**config.mk**
```make
export PLATFORM = sky130hd
export DESIGN_NAME = spi_slave_rx
export DESIGN_NICKNAME = d
export VERILOG_FILES = /design/src/rtl/spi_pkg.sv /design/src/rtl/sync_ff.sv /design/src/rtl/spi_slave_rx.sv
export SDC_FILE = /design/constraint.sdc
export NUM_CORES = 1
export LEC_CHECK = 0
export CAP_MARGIN = 20
export CORE_AREA = 2 2 50 52
export CTS_BUF_LIST = sky130_fd_sc_hd__clkbuf_4 sky130_fd_sc_hd__clkbuf_8
export DETAILED_ROUTE_END_ITERATION = 12
export DIE_AREA = 0 0 52 54
export DONT_BUFFER_PORTS = 1
export GPL_TIMING_DRIVEN = 0
export PLACE_DENSITY = 0.7
export SLEW_MARGIN = 20
export SYNTH_ARGS = -nofsm -noshare
export SYNTH_HDL_FRONTEND = slang
export SYNTH_HIERARCHICAL = 1
export SYNTH_SLANG_ARGS = --single-unit
```
**constraint.sdc**
```tcl
create_clock -name clk -period 1.94 [get_ports clk]
set_input_delay 0.194 -clock clk [delete_from_list [all_inputs] [get_ports clk]]
set_output_delay 0.194 -clock clk [all_outputs]
set_load 0.02 [all_outputs]
```
**src/rtl/spi_pkg.sv**
```systemverilog
// Shared types and defaults for the SPI master/slave link.
package spi_pkg;

    localparam int SPI_WORD_W      = 8;
    localparam int SPI_SYNC_STAGES = 2;

    typedef enum logic [1:0] {
        IDLE,
        RECV
    } spi_rx_state_t;

    // Master transmitter states, kept here so both ends of the link share one package.
    typedef enum logic [1:0] {
        TX_IDLE,
        TX_LOAD,
        TX_SHIFT,
        TX_DONE
    } state_t;

endpackage

```
**src/rtl/sync_ff.sv**
```systemverilog
// Single-bit flop-chain synchroniser with async active-low reset to a chosen idle level.
module sync_ff #(
    parameter int   STAGES    = 2,
    parameter logic RESET_VAL = 1'b0
) (
    input  logic clk,
    input  logic reset_n,
    input  logic d,
    output logic q
);

    logic [STAGES-1:0] chain;

    always_ff @(posedge clk or negedge reset_n) begin
        if (!reset_n) begin
            chain <= {STAGES{RESET_VAL}};
        end else begin
            chain <= {chain[STAGES-2:0], d};
        end
    end

    assign q = chain[STAGES-1];

endmodule

```
**src/rtl/spi_slave_rx.sv**
```systemverilog
// SPI mode-0 slave receiver: oversampled SCK/MOSI/SS_n, MSB-first N-bit words on a valid/ready stream.
//
// state | meaning
// IDLE  | slave not selected; SCK edges ignored
// RECV  | ss_n low; shifting MOSI on each synchronised SCK rise
module spi_slave_rx
    import spi_pkg::*;
#(
    parameter int N           = SPI_WORD_W,
    parameter int SYNC_STAGES = SPI_SYNC_STAGES
) (
    input  logic         clk,
    input  logic         reset_n,
    input  logic         sck,
    input  logic         mosi,
    input  logic         ss_n,
    output logic [N-1:0] data_out,
    output logic         data_valid,
    input  logic         data_ready,
    output logic         overrun,
    output logic         frame_err,
    output logic         busy
);

    localparam int CW = $clog2(N);

    logic          sck_s, mosi_s, ss_n_s, sck_prev;
    logic          sck_rise, sample, word_done, accept, abort;
    logic [N-1:0]  shift_reg, word_next;
    logic [CW-1:0] bit_cnt;
    spi_rx_state_t state, state_d;

    sync_ff #(.STAGES(SYNC_STAGES), .RESET_VAL(1'b0)) u_sync_sck (
        .clk(clk), .reset_n(reset_n), .d(sck), .q(sck_s)
    );
    sync_ff #(.STAGES(SYNC_STAGES), .RESET_VAL(1'b0)) u_sync_mosi (
        .clk(clk), .reset_n(reset_n), .d(mosi), .q(mosi_s)
    );
    sync_ff #(.STAGES(SYNC_STAGES), .RESET_VAL(1'b1)) u_sync_ss_n (
        .clk(clk), .reset_n(reset_n), .d(ss_n), .q(ss_n_s)
    );

    assign sck_rise  = sck_s & ~sck_prev;
    assign word_done = sample && (bit_cnt == CW'(N-1));
    assign word_next = {shift_reg[N-2:0], mosi_s};
    assign accept    = data_valid && data_ready;

    always_ff @(posedge clk or negedge reset_n) begin
        if (!reset_n) begin
            state <= IDLE;
        end else begin
            state <= state_d;
        end
    end

    // ss_n release outranks a coincident SCK rise, so a deselect never completes a word.
    always_comb begin
        state_d = state;
        sample  = 1'b0;
        abort   = 1'b0;
        busy    = 1'b0;
        case (state)
            IDLE: begin
                if (!ss_n_s) state_d = RECV;
            end
            RECV: begin
                busy = 1'b1;
                if (ss_n_s) begin
                    state_d = IDLE;
                    abort   = (bit_cnt != '0);
                end else begin
                    sample = sck_rise;
                end
            end
            default: state_d = IDLE;
        endcase
    end

    always_ff @(posedge clk or negedge reset_n) begin
        if (!reset_n) begin
            sck_prev   <= 1'b0;
            shift_reg  <= '0;
            bit_cnt    <= '0;
            data_out   <= '0;
            data_valid <= 1'b0;
            overrun    <= 1'b0;
            frame_err  <= 1'b0;
        end else begin
            sck_prev  <= sck_s;
            frame_err <= abort;
            if (state != RECV) begin
                bit_cnt <= '0;
            end else if (sample) begin
                bit_cnt <= word_done ? '0 : bit_cnt + CW'(1);
            end
            if (sample) shift_reg <= word_next;
            // A word landing while the consumer stalls is dropped; the held word wins.
            if (word_done) begin
                if (!data_valid || data_ready) begin
                    data_out   <= word_next;
                    data_valid <= 1'b1;
                    if (accept) overrun <= 1'b0;
                end else begin
                    overrun <= 1'b1;
                end
            end else if (accept) begin
                data_valid <= 1'b0;
                overrun    <= 1'b0;
            end
        end
    end

endmodule

```
==> results.tsv <==
stage	metric	value	unit
yosys	synth-simple-area-share	8.457	%
clock_network	htreeDepth	2	
layout	fillCellCount	191	
timing	fin_skew	0.01152	ns
layout	largest_reg_flops	8	
critical_path	crit_arrival	1.72	ns
floorplan	die_area	2808	um^2
global_route	antenna_found_initial	0	
detailed_routing	drt_iter0_drc	10	
power	irDropWorstVdd	0.6930	mV
place	hpwlAfterDp	982.5	um
critical_path	worstPathMaxFanout	8	
timing	slew_violations	0	
timing	fin_tns_setup	0	ns
timing	maxSlewHeadroom	61.05	%
clock_network	clkLatencyLatePin	0.31	ns
yosys	synthCells	71	
global_route	grt_busiest_layer	met2	
timing	max_freq	654.0	MHz
floorplan	floorplan.initialDensity	47.20	%
layout	n_antenna_cell	0	
place	portBuffers	0	
run	drv_cap	0	
status	outcome	completed	
global_route	grt_usage	12.48	%
critical_path	crit_type	register to register	
clock_network	ctsHoldBuffers	6	
yosys	ys_types	18	
yosys	synth_top_family_by_area	multiplexers	
global_route	grt_first_pass_wirelength	2373	um
yosys	synthTopCellsByArea	dfrtp_1 (62%), mux2_2 (15%), dfstp_2 (4.8%), ha_1 (3.4%), nand2b_1 (1.7%)	
detailed_routing	post_drt_wl_per_cell	12.88	um
floorplan	design.core.area	2320	um^2
clock_network	postCtsSetupRepairBufs	0	
clock_network	path_clk_slew	0.08	ns
detailed_routing	wirelength	1481	um
detailed_routing	ant_nets	0	
yosys	synth_area	1095	um^2
yosys	synthMuxAreaShare	16.34	%
yosys	synth-edff-count	0	
timing	finalHoldViolations	0	
yosys	synth-xor-area-share	0	%
global_route	grt_use_met3	6.389	%
timing	setup_viol	0	
clock_network	clkSinkCount	29	
timing	worstMarginPinSlew	0.5831	ns
yosys	synth_top_area_cell	dfrtp_1	
yosys	synth-adder-area-share	3.429	%
timing	period_needed	1.529	ns
yosys	async_flop_share	100.0	%
place	place.gp.congestion	0.6555	
detailed_routing	dr.pass1.iters	4	
global_route	use_met1	14.36	%
clock_network	root_buffer	clkbuf_4	
yosys	synth_compound_area_share	2.857	%
yosys	synth_nets	80	
floorplan	rows	18	
clock_network	clk_path_buf_depth	2	
yosys	synthFlopType	dfrtp_1	
timing	rsz0062_at_grt	no	
floorplan	dieWidth	52	um
yosys	yosysWarnings	6	
timing	finalCritPeriodShare	78.81	%
detailed_routing	route.detailed.drc	0	
layout	finalNetCount	93	
global_route	grt_pass1_vias	555	
yosys	synth_area_per_cell	15.42	um^2
global_route	grt_max_degree	30	
power	total_leakage_power	0.6033	nW
yosys	yosysSeqAreaShare	66.51	%
power	power_density	914.1	nW/um^2
critical_path	start_kind	register	
layout	drive_gt1_share	32.94	%
detailed_routing	via_count	587	
clock_network	numCtsBuffers	5	
yosys	ys_ff_latch	29	
worst_hold_path	worstHoldPathType	input pin to register	
yosys	synth_top_area_share	61.71	%
critical_path	cp-end-kind	register	
detailed_routing	avgViaCountPerCell	5.104	
clock_network	cts_resized	0	
global_route	grt-ovfl-total	0	
clock_network	tritoncts	built	
layout	utilization	54.69	%
global_route	grtUsageMet2	18.35	%
critical_path	cp.required	2.13	ns
yosys	synth.most_common_cell	dfrtp_1	
floorplan	ios	18	
yosys	synthTopCellsByCount	dfrtp_1 (27), mux2_2 (15), inv_1 (4)	
layout	syn_to_final_growth	15.89	%
floorplan	die_h	54	um
==> cell type report <==
class | count | area (um^2) | area share [%]
timing repair buffer | 6 | 70.07 | 5.523
inverter | 4 | 15.01 | 1.183
sequential | 29 | 728.2 | 57.40
buffer | 1 | 11.26 | 0.8876
tap | 30 | 37.54 | 2.959
multi-input combinational | 37 | 340.3 | 26.82
clock buffer | 8 | 66.31 | 5.227
==> cells in the final DEF (no fill, tap or decap), drive strengths merged <==
master,count
dfrtp,27
mux2,15
clkbuf,8
dlygate4sd3,5
inv,4
nand2,3
nand2b,3
ha,3
a21oi,2
nand3b,2
a21boi,2
dfstp,2
buf,2
and4bb,1
a31oi,1
nand3,1
nor3b,1
nor2,1
mux2i,1
nor2b,1
==> layer usage <==
metal  wire (um)  vias up  part of all wire [%]
li1            -      272                     -
met1         662      290                    45
met2         692       21                    47
met3          99        4                   6.7
met4          27        0                   1.8
met5           0        -                     0
==> where the power goes <==
part           internal, mW  total, mW  switching (mW)
Sequential            0.657      0.692          0.0357
Combinational        0.0488     0.0764          0.0276
Clock                 0.207      0.391           0.184
==> worst paths after layout <==
check | from | endpoint | slack, ns | depth (start not counted)
min | data_ready | data_valid$_DFFE_PN0P_ | 0.15 | 2
min in group asynchronous | reset_n | shift_reg[0]$_DFFE_PN0P_ | 0.31 | 2
max reg2reg | bit_cnt[0]$_DFFE_PN0P_ | data_out[7]$_DFFE_PN0P_ | 0.41 | 4
max in group asynchronous | reset_n | u_sync_ss_n/chain[0]$_DFF_PN1_ | 1.39 | 2
max | bit_cnt[0]$_DFFE_PN0P_ | data_out[7]$_DFFE_PN0P_ | 0.41 | 4
min reg2reg | u_sync_sck/chain[0]$_DFF_PN0_ | u_sync_sck/chain[1]$_DFF_PN0_ | 0.35 | 0
==> metrics by stage <==
step | hold WS (ns) | instances | area, um^2 | worst slack, ns | power, mW
2_1_floorplan | -0.1016 | 71 | 1095 | 0.5269 | 0.7450
3_3_place_gp | -0.1008 | 101 | 1132 | 0.4234 | 0.7570
3_5_place_dp | -0.1008 | 101 | 1132 | 0.4211 | 0.7593
4_1_cts | 0.1401 | 115 | 1269 | 0.4093 | 1.179
5_1_grt | 0.1422 | 115 | 1269 | 0.3589 | 1.221
6_report | 0.1513 | 115 | 1269 | 0.4110 | 1.160
==> logic make-up after synthesis <==
| kind of cell | after synthesis |
|---|---|
| adder cells (fa/ha/maj) | 3 |
| AO/OA/AOI/OAI | 5 |
| multiplexers | 16 |
| flip-flops | 29 |
| buffers and inverters | 5 |
| AND/OR/NAND/NOR | 13 |
==> critical path, stage by stage (launching register included) <==
cell	delay [ns]
dfrtp_1	0.42
ha_1	0.21
ha_1	0.28
nand3_4	0.16
mux2_2	0.35
No activity file was read; power rests on OpenSTA's default activity.
==> edit 1, RTL diff (same flow settings) <==
Change the package constant `SPI_SYNC_STAGES` from 2 to 4.
--- a/src/rtl/spi_pkg.sv
+++ b/src/rtl/spi_pkg.sv
@@ -2,7 +2,7 @@
 package spi_pkg;
 
     localparam int SPI_WORD_W      = 8;
-    localparam int SPI_SYNC_STAGES = 2;
+    localparam int SPI_SYNC_STAGES = 4;
 
     typedef enum logic [1:0] {
         IDLE,
Check against the original RTL: not equivalent (a bounded check fails within 4 cycles, from zero or initial values and one cycle with reset_n low).
==> edit 1 against the original RTL <==
  * Clock power rose by 14%
  * Sequential cell count increased by 6
  * Cell area up 13%
  * Sequential power rose by 19%
  * Largest cell class unchanged
  * Global-route usage is 1.7 points higher
  * Wire length increased by 8.3%
  * Worst setup slack gained 1.1 ps
  * Power increased by 16%
  * Sequential share of layout area rose by 4.3 points
  * Largest power group unchanged
  * Final cell count grew 5.2%
  * Highest routed layer unchanged
  * Area after synthesis is 14% higher
==> edit 1: results (changes against the original RTL) <==
Place
  – Pre-CTS worst setup slack: 421 ps (about the same)
  – Global placement routability congestion: 0.663 (was 0.656)
  – Number of buffers inserted by port buffering: 0 (unchanged)
  – Detailed placement HPWL: 1.04 mm (was 983 um)

Layout
  – Net count of the finished layout: 99 (was 93)
  – Share of layout cells above drive strength 1: 33.0% (was 32.9%)
  – Inserted Diodes: 0 (unchanged)
  – Max FFs per register: 8 (unchanged)
  – Count of filler cells inserted in the layout: 181 (was 191)

Yosys
  – Synth unique cells: 18 (unchanged)
  – Area share of xor/xnor cells in the synthesized design: 0% (unchanged)
  – Yosys warnings: 6 (unchanged)
  – Leading post-synthesis cells by cell area: sky130_fd_sc_hd__dfrtp_1 (62%), sky130_fd_sc_hd__mux2_2 (14%), sky130_fd_sc_hd__dfstp_2 (8.4%) (was sky130_fd_sc_hd__dfrtp_1 (62%), sky130_fd_sc_hd__mux2_2 (15%), sky130_fd_sc_hd__dfstp_2 (4.8%))
  – Portion of netlist area occupied by mux cells: 14.3% (was 16.3%)
  – Proportion of register bits with asynchronous set or reset after synthesis: 100% (unchanged)
  – Part of the Yosys area used for sequential elements: 70.6% (was 66.5%)
  – Post-Syn Nets: 86 (was 80)
  – Ranking of synthesized cells by instance count: sky130_fd_sc_hd__dfrtp_1 (31), sky130_fd_sc_hd__mux2_2 (15), sky130_fd_sc_hd__dfstp_2 (4), sky130_fd_sc_hd__inv_1 (4) (was sky130_fd_sc_hd__dfrtp_1 (27), sky130_fd_sc_hd__mux2_2 (15), sky130_fd_sc_hd__inv_1 (4))
  – Area fraction in compound gates after synthesis: 2.51% (was 2.86%)
  – Post-synthesis adder-cell area fraction: 3.01% (was 3.43%)

Setup path
  – Max FO, Critical Path: 8 (unchanged)
  – Launching element type of the critical path: register (unchanged)
  – CP Data Arrival Time: 1750 ps (was 1720 ps)
  – Largest stage delay on the critical path: 420 ps (about the same)
  – Standard cell with the maximum stage delay on the critical path: sky130_fd_sc_hd__dfrtp_1 (unchanged)

Run status
  – Outcome: finished, final reports clean (unchanged)

Drt
  – 1st-iter DRT viols: 6 (was 10)
  – Average wire per cell in the routed design: 13.3 um (was 12.9 um)
  – Vias per cell: 5.04 (was 5.10)
  – Drt first pass iters: 3 (was 4)

STA
  – Worst slew slack as a fraction of its limit: 62.0% (was 61.0%)
  – Worst clock skew: 4.40 ps (was 11.5 ps)

GRT
  – Global-route wire length before repair: 2.60 mm (was 2.37 mm)
  – Vias in the first global route: 605 (was 555)
  – Pin count of the biggest net entering global routing: 36 (was 30)
  – Total global-route track usage: 14.2% (was 12.5%)

Worst hold path
  – Startpoint of the tightest hold check path: data_ready (unchanged)

Clock network
  – Cts bufs inserted: 5 (unchanged)
  – Setup Fix Bufs, Post-CTS: 0 (unchanged)
  – Clock latency reported for the late side of the worst-skew pair: 330 ps (was 310 ps)
  – Clock transition time at the flip-flop clock pins of the worst setup and hold paths: 100 ps (was 80 ps)

Pwr
  – Switching fraction of total power: 21.1% (was 21.4%)
  – Largest voltage drop on the vdd net: 0.599 mV (was 0.693 mV)
  – Static leakage power: 0.674 nW (was 0.603 nW)
## edit 1: changes by cell type after synthesis, sizes merged
cell   change
dfrtp      +4
dfstp      +2
## edit 1: cell families after synthesis
family / count (synthesis)
flops: 35
mux: 16
simple gates: 13
compound gates: 5
buf+inv: 5
fa+ha+maj: 3
## edit 1: power groups by stage
| stage | sequential (mW) | combinational (mW) | clock [mW] |
|---|---|---|---|
| final | 0.824 | 0.0777 | 0.444 |
| after global routing | 0.834 | 0.0870 | 0.490 |
| after CTS | 0.826 | 0.0806 | 0.467 |
| after detailed placement | 0.839 | 0.0537 | 0 |
| after global placement | 0.838 | 0.0502 | 0 |
| after floorplan | 0.829 | 0.0474 | 0 |
## edit 1: final cells by class
| class | instances | area share, % |
|---|---|---|
| Buffer | 1 | 0.789 |
| Sequential cell | 35 | 61.7 |
| Tap cell | 30 | 2.63 |
| Inverter | 4 | 1.05 |
| Clock buffer | 8 | 5.08 |
| Timing Repair Buffer | 6 | 4.91 |
| Multi-Input combinational cell | 37 | 23.8 |
## edit 1: path summary, 6_finish.rpt
check,to,slack [ps],cells past startpoint
min in group asynchronous,frame_err,290,2
hold reg to reg,u_sync_mosi/chain[3],350,0
setup / recovery,data_out[2],410,4
hold / removal,data_valid,130,2
max in group asynchronous,u_sync_ss_n/chain[1],1400,2
setup reg to reg,data_out[2],410,4
## edit 1: worst max-delay path, delay by kind of cell, from the launching register on
family / cells / cell delay [ps]
fa+ha+maj: 2 / 490
flops: 1 / 420
mux: 1 / 350
simple gates: 1 / 160
## edit 1: metal layers
metal / GRT usage (%) / share of wire (%) / vias up / wire [um]
met5: 0 / 0 / - / 0
met4: 14.5 / 4.2 / 0 / 68
met3: 6.39 / 6.5 / 8 / 105
met2: 18.8 / 46 / 19 / 736
met1: 16.4 / 43 / 293 / 693
li1: - / - / 290 / -
## edit 1: through the flow
stage | total power, mW | instance area, sq um | instances
2_1_floorplan | 0.876 | 1250 | 77
3_3_place_gp | 0.888 | 1280 | 107
3_5_place_dp | 0.893 | 1280 | 107
4_1_cts | 1.37 | 1430 | 121
5_1_grt | 1.41 | 1430 | 121
6_report | 1.35 | 1430 | 121
==> edit 2, RTL diff (same settings) <==
Made on the original files. Register the output `frame_err` once more, cleared by the reset; this adds one clock of latency there. The other outputs are not delayed to match.
--- a/src/rtl/spi_slave_rx.sv
+++ b/src/rtl/spi_slave_rx.sv
@@ -23,6 +23,8 @@
 );
 
     localparam int CW = $clog2(N);
+
+    logic frame_err_s0;
 
     logic          sck_s, mosi_s, ss_n_s, sck_prev;
     logic          sck_rise, sample, word_done, accept, abort;
@@ -84,10 +86,10 @@
             data_out   <= '0;
             data_valid <= 1'b0;
             overrun    <= 1'b0;
-            frame_err  <= 1'b0;
+            frame_err_s0 <= 1'b0;
         end else begin
             sck_prev  <= sck_s;
-            frame_err <= abort;
+            frame_err_s0 <= abort;
             if (state != RECV) begin
                 bit_cnt <= '0;
             end else if (sample) begin
@@ -110,5 +112,13 @@
         end
     end
 
+    always_ff @(posedge clk or negedge reset_n) begin
+        if (!reset_n) begin
+            frame_err <= '0;
+        end else begin
+            frame_err <= frame_err_s0;
+        end
+    end
+
 endmodule
 
Check against the original RTL: not equivalent (Yosys sat finds a counterexample within 10 cycles, from zero or initial values and one cycle with reset_n low).
==> edit 2 against the original RTL <==
  * Wire length grew 9.3%
  * Critical path depth unchanged
  * Largest cell class unchanged
  * Critical path type unchanged
  * Final cell count is 0.87% higher
  * Largest power group unchanged
  * Cell area up 1.8%
  * Non-clock buffer count unchanged
  * Power grew 2.1%
  * Worst setup slack got worse by 24 ps
  * Sequential cell count increased by 1
  * Area after synthesis increased by 2.3%
  * Critical endpoint is now data_out[5]
==> edit 2: results (changes against the original RTL) <==
Yosys
  – Proportion of register bits with asynchronous set or reset after synthesis: 100% (unchanged)
  – Leading post-synthesis cells by cell area: sky130_fd_sc_hd__dfrtp_1 (63%), sky130_fd_sc_hd__mux2_2 (15%), sky130_fd_sc_hd__dfstp_2 (4.7%) (was sky130_fd_sc_hd__dfrtp_1 (62%), sky130_fd_sc_hd__mux2_2 (15%), sky130_fd_sc_hd__dfstp_2 (4.8%))
  – Part of the Yosys area used for sequential elements: 67.3% (was 66.5%)
  – Ranking of synthesized cells by instance count: sky130_fd_sc_hd__dfrtp_1 (28), sky130_fd_sc_hd__mux2_2 (15), sky130_fd_sc_hd__inv_1 (4) (was sky130_fd_sc_hd__dfrtp_1 (27), sky130_fd_sc_hd__mux2_2 (15), sky130_fd_sc_hd__inv_1 (4))
  – Avg Cell Area, Syn: 15.6 sq um (was 15.4 sq um)
  – Post-Syn Nets: 81 (was 80)

GRT
  – Global-route wire length before repair: 2.59 mm (was 2.37 mm)
  – Total global-route track usage: 14.0% (was 12.5%)
  – Vias in the first global route: 599 (was 555)
  – Pin count of the biggest net entering global routing: 31 (was 30)

STA
  – Worst hold slack across all endpoints: 122 ps (was 151 ps)
  – Worst clock skew: 10.7 ps (was 11.5 ps)
  – Worst Tran Pin Value: 586 ps (was 583 ps)

Setup path
  – Reg2reg setup slack: 390 ps (was 410 ps)
  – Launching instance or port of the critical path: bit_cnt[0] (unchanged)
  – Launching element type of the critical path: register (unchanged)
  – Endpoint of the worst-slack reg-to-reg timing path: data_out[5] (was data_out[7])
  – CP Data Arrival Time: 1750 ps (was 1720 ps)

Layout
  – Share of layout cells above drive strength 1: 32.6% (was 32.9%)
  – Number of non-filler instances in the completed layout: 116 (was 115)
  – Inserted Diodes: 0 (unchanged)
  – Net count of the finished layout: 94 (was 93)
  – Count of filler cells inserted in the layout: 193 (was 191)

Run status
  – Outcome: finished, final reports clean (unchanged)

Place
  – Detailed placement HPWL: 1.07 mm (was 983 um)
  – Global placement routability congestion: 0.664 (was 0.656)
  – Cell Count Post-Placement: 102 (was 101)

Pwr
  – Static leakage power: 0.616 nW (was 0.603 nW)
  – Net Switching: 268 uW (was 248 uW)
  – Largest voltage drop on the vdd net: 0.638 mV (was 0.693 mV)

Drt
  – 1st-iter DRT viols: 3 (was 10)
  – Drt first pass iters: 2 (was 4)
  – Routed wire length: 1.62 mm (was 1.48 mm)
  – Via total after detailed routing: 579 (was 587)

Worst hold path
  – Capture endpoint of the worst hold path: data_valid (unchanged)

Clock network
  – Clock transition time at the flip-flop clock pins of the worst setup and hold paths: approximately 90 ps
  – Clock latency reported for the late side of the worst-skew pair: around 320 ps
[edit 2: critical path, stage by stage, from the launching register on]
cell and delay [ps]:
sky130_fd_sc_hd__dfrtp_1 430, sky130_fd_sc_hd__ha_1 230, sky130_fd_sc_hd__ha_1 270, sky130_fd_sc_hd__nand3_4 150, sky130_fd_sc_hd__mux2_2 350
[edit 2: power by group through the flow]
| stage | clock network, mW | registers [mW] | logic, mW |
|---|---|---|---|
| 6_report | 0.389 | 0.717 | 0.0783 |
| 5_1_grt | 0.436 | 0.727 | 0.0893 |
| 4_1_cts | 0.411 | 0.718 | 0.0802 |
| 3_5_place_dp | 0 | 0.731 | 0.0551 |
| 3_3_place_gp | 0 | 0.728 | 0.0520 |
| 2_1_floorplan | 0 | 0.717 | 0.0493 |
[edit 2: cell families after synthesis]
group / share of synthesized area [%]
simple gates: 8.27
flops: 67.3
compound gates: 2.79
mux: 16.0
fa+ha+maj: 3.35
buf+inv: 2.35
[edit 2: final cells by class]
type                    instances  share of cell area, %
flip-flops and latches         30                   58.3
multi-input cells              37                   26.4
repair buffers                  6                   5.43
clock buffers                   7                   4.55
well taps                      30                   2.91
inverters                       4                   1.16
plain buffers                   1                  0.872
clock inverters                 1                  0.388
[edit 2: per-stage QoR]
step                      area [sq um]  setup WS, ps
after detailed placement          1160           415
after floorplan                   1120           527
after global routing              1290           327
after global placement            1160           438
final                             1290           387
after CTS                         1290           375
[edit 2: repair_timing]
item | CTS | global route
endpoints found under the hold margin | 34 | 0
hold buffers | 6 | 0
setup endpoints to repair | 0 | 0
[edit 2: metal layers]
metal,share of wire [%],vias up,GRT usage [%]
li1,-,272,-
met1,43,287,14.9
met2,49,18,21.3
met3,6.7,2,8.61
met4,0.74,0,7.89
met5,0,-,0
[edit 2: worst max path at each step]
| stage | cells past startpoint | slack, ps | end |
|---|---|---|---|
| after floorplan | 4 | 530 | data_out[0] |
| after global placement | 4 | 440 | data_out[3] |
| after detailed placement | 4 | 410 | data_out[0] |
| after CTS | 4 | 370 | data_out[5] |
| after global routing | 4 | 330 | data_out[5] |
| final | 4 | 390 | data_out[5] |
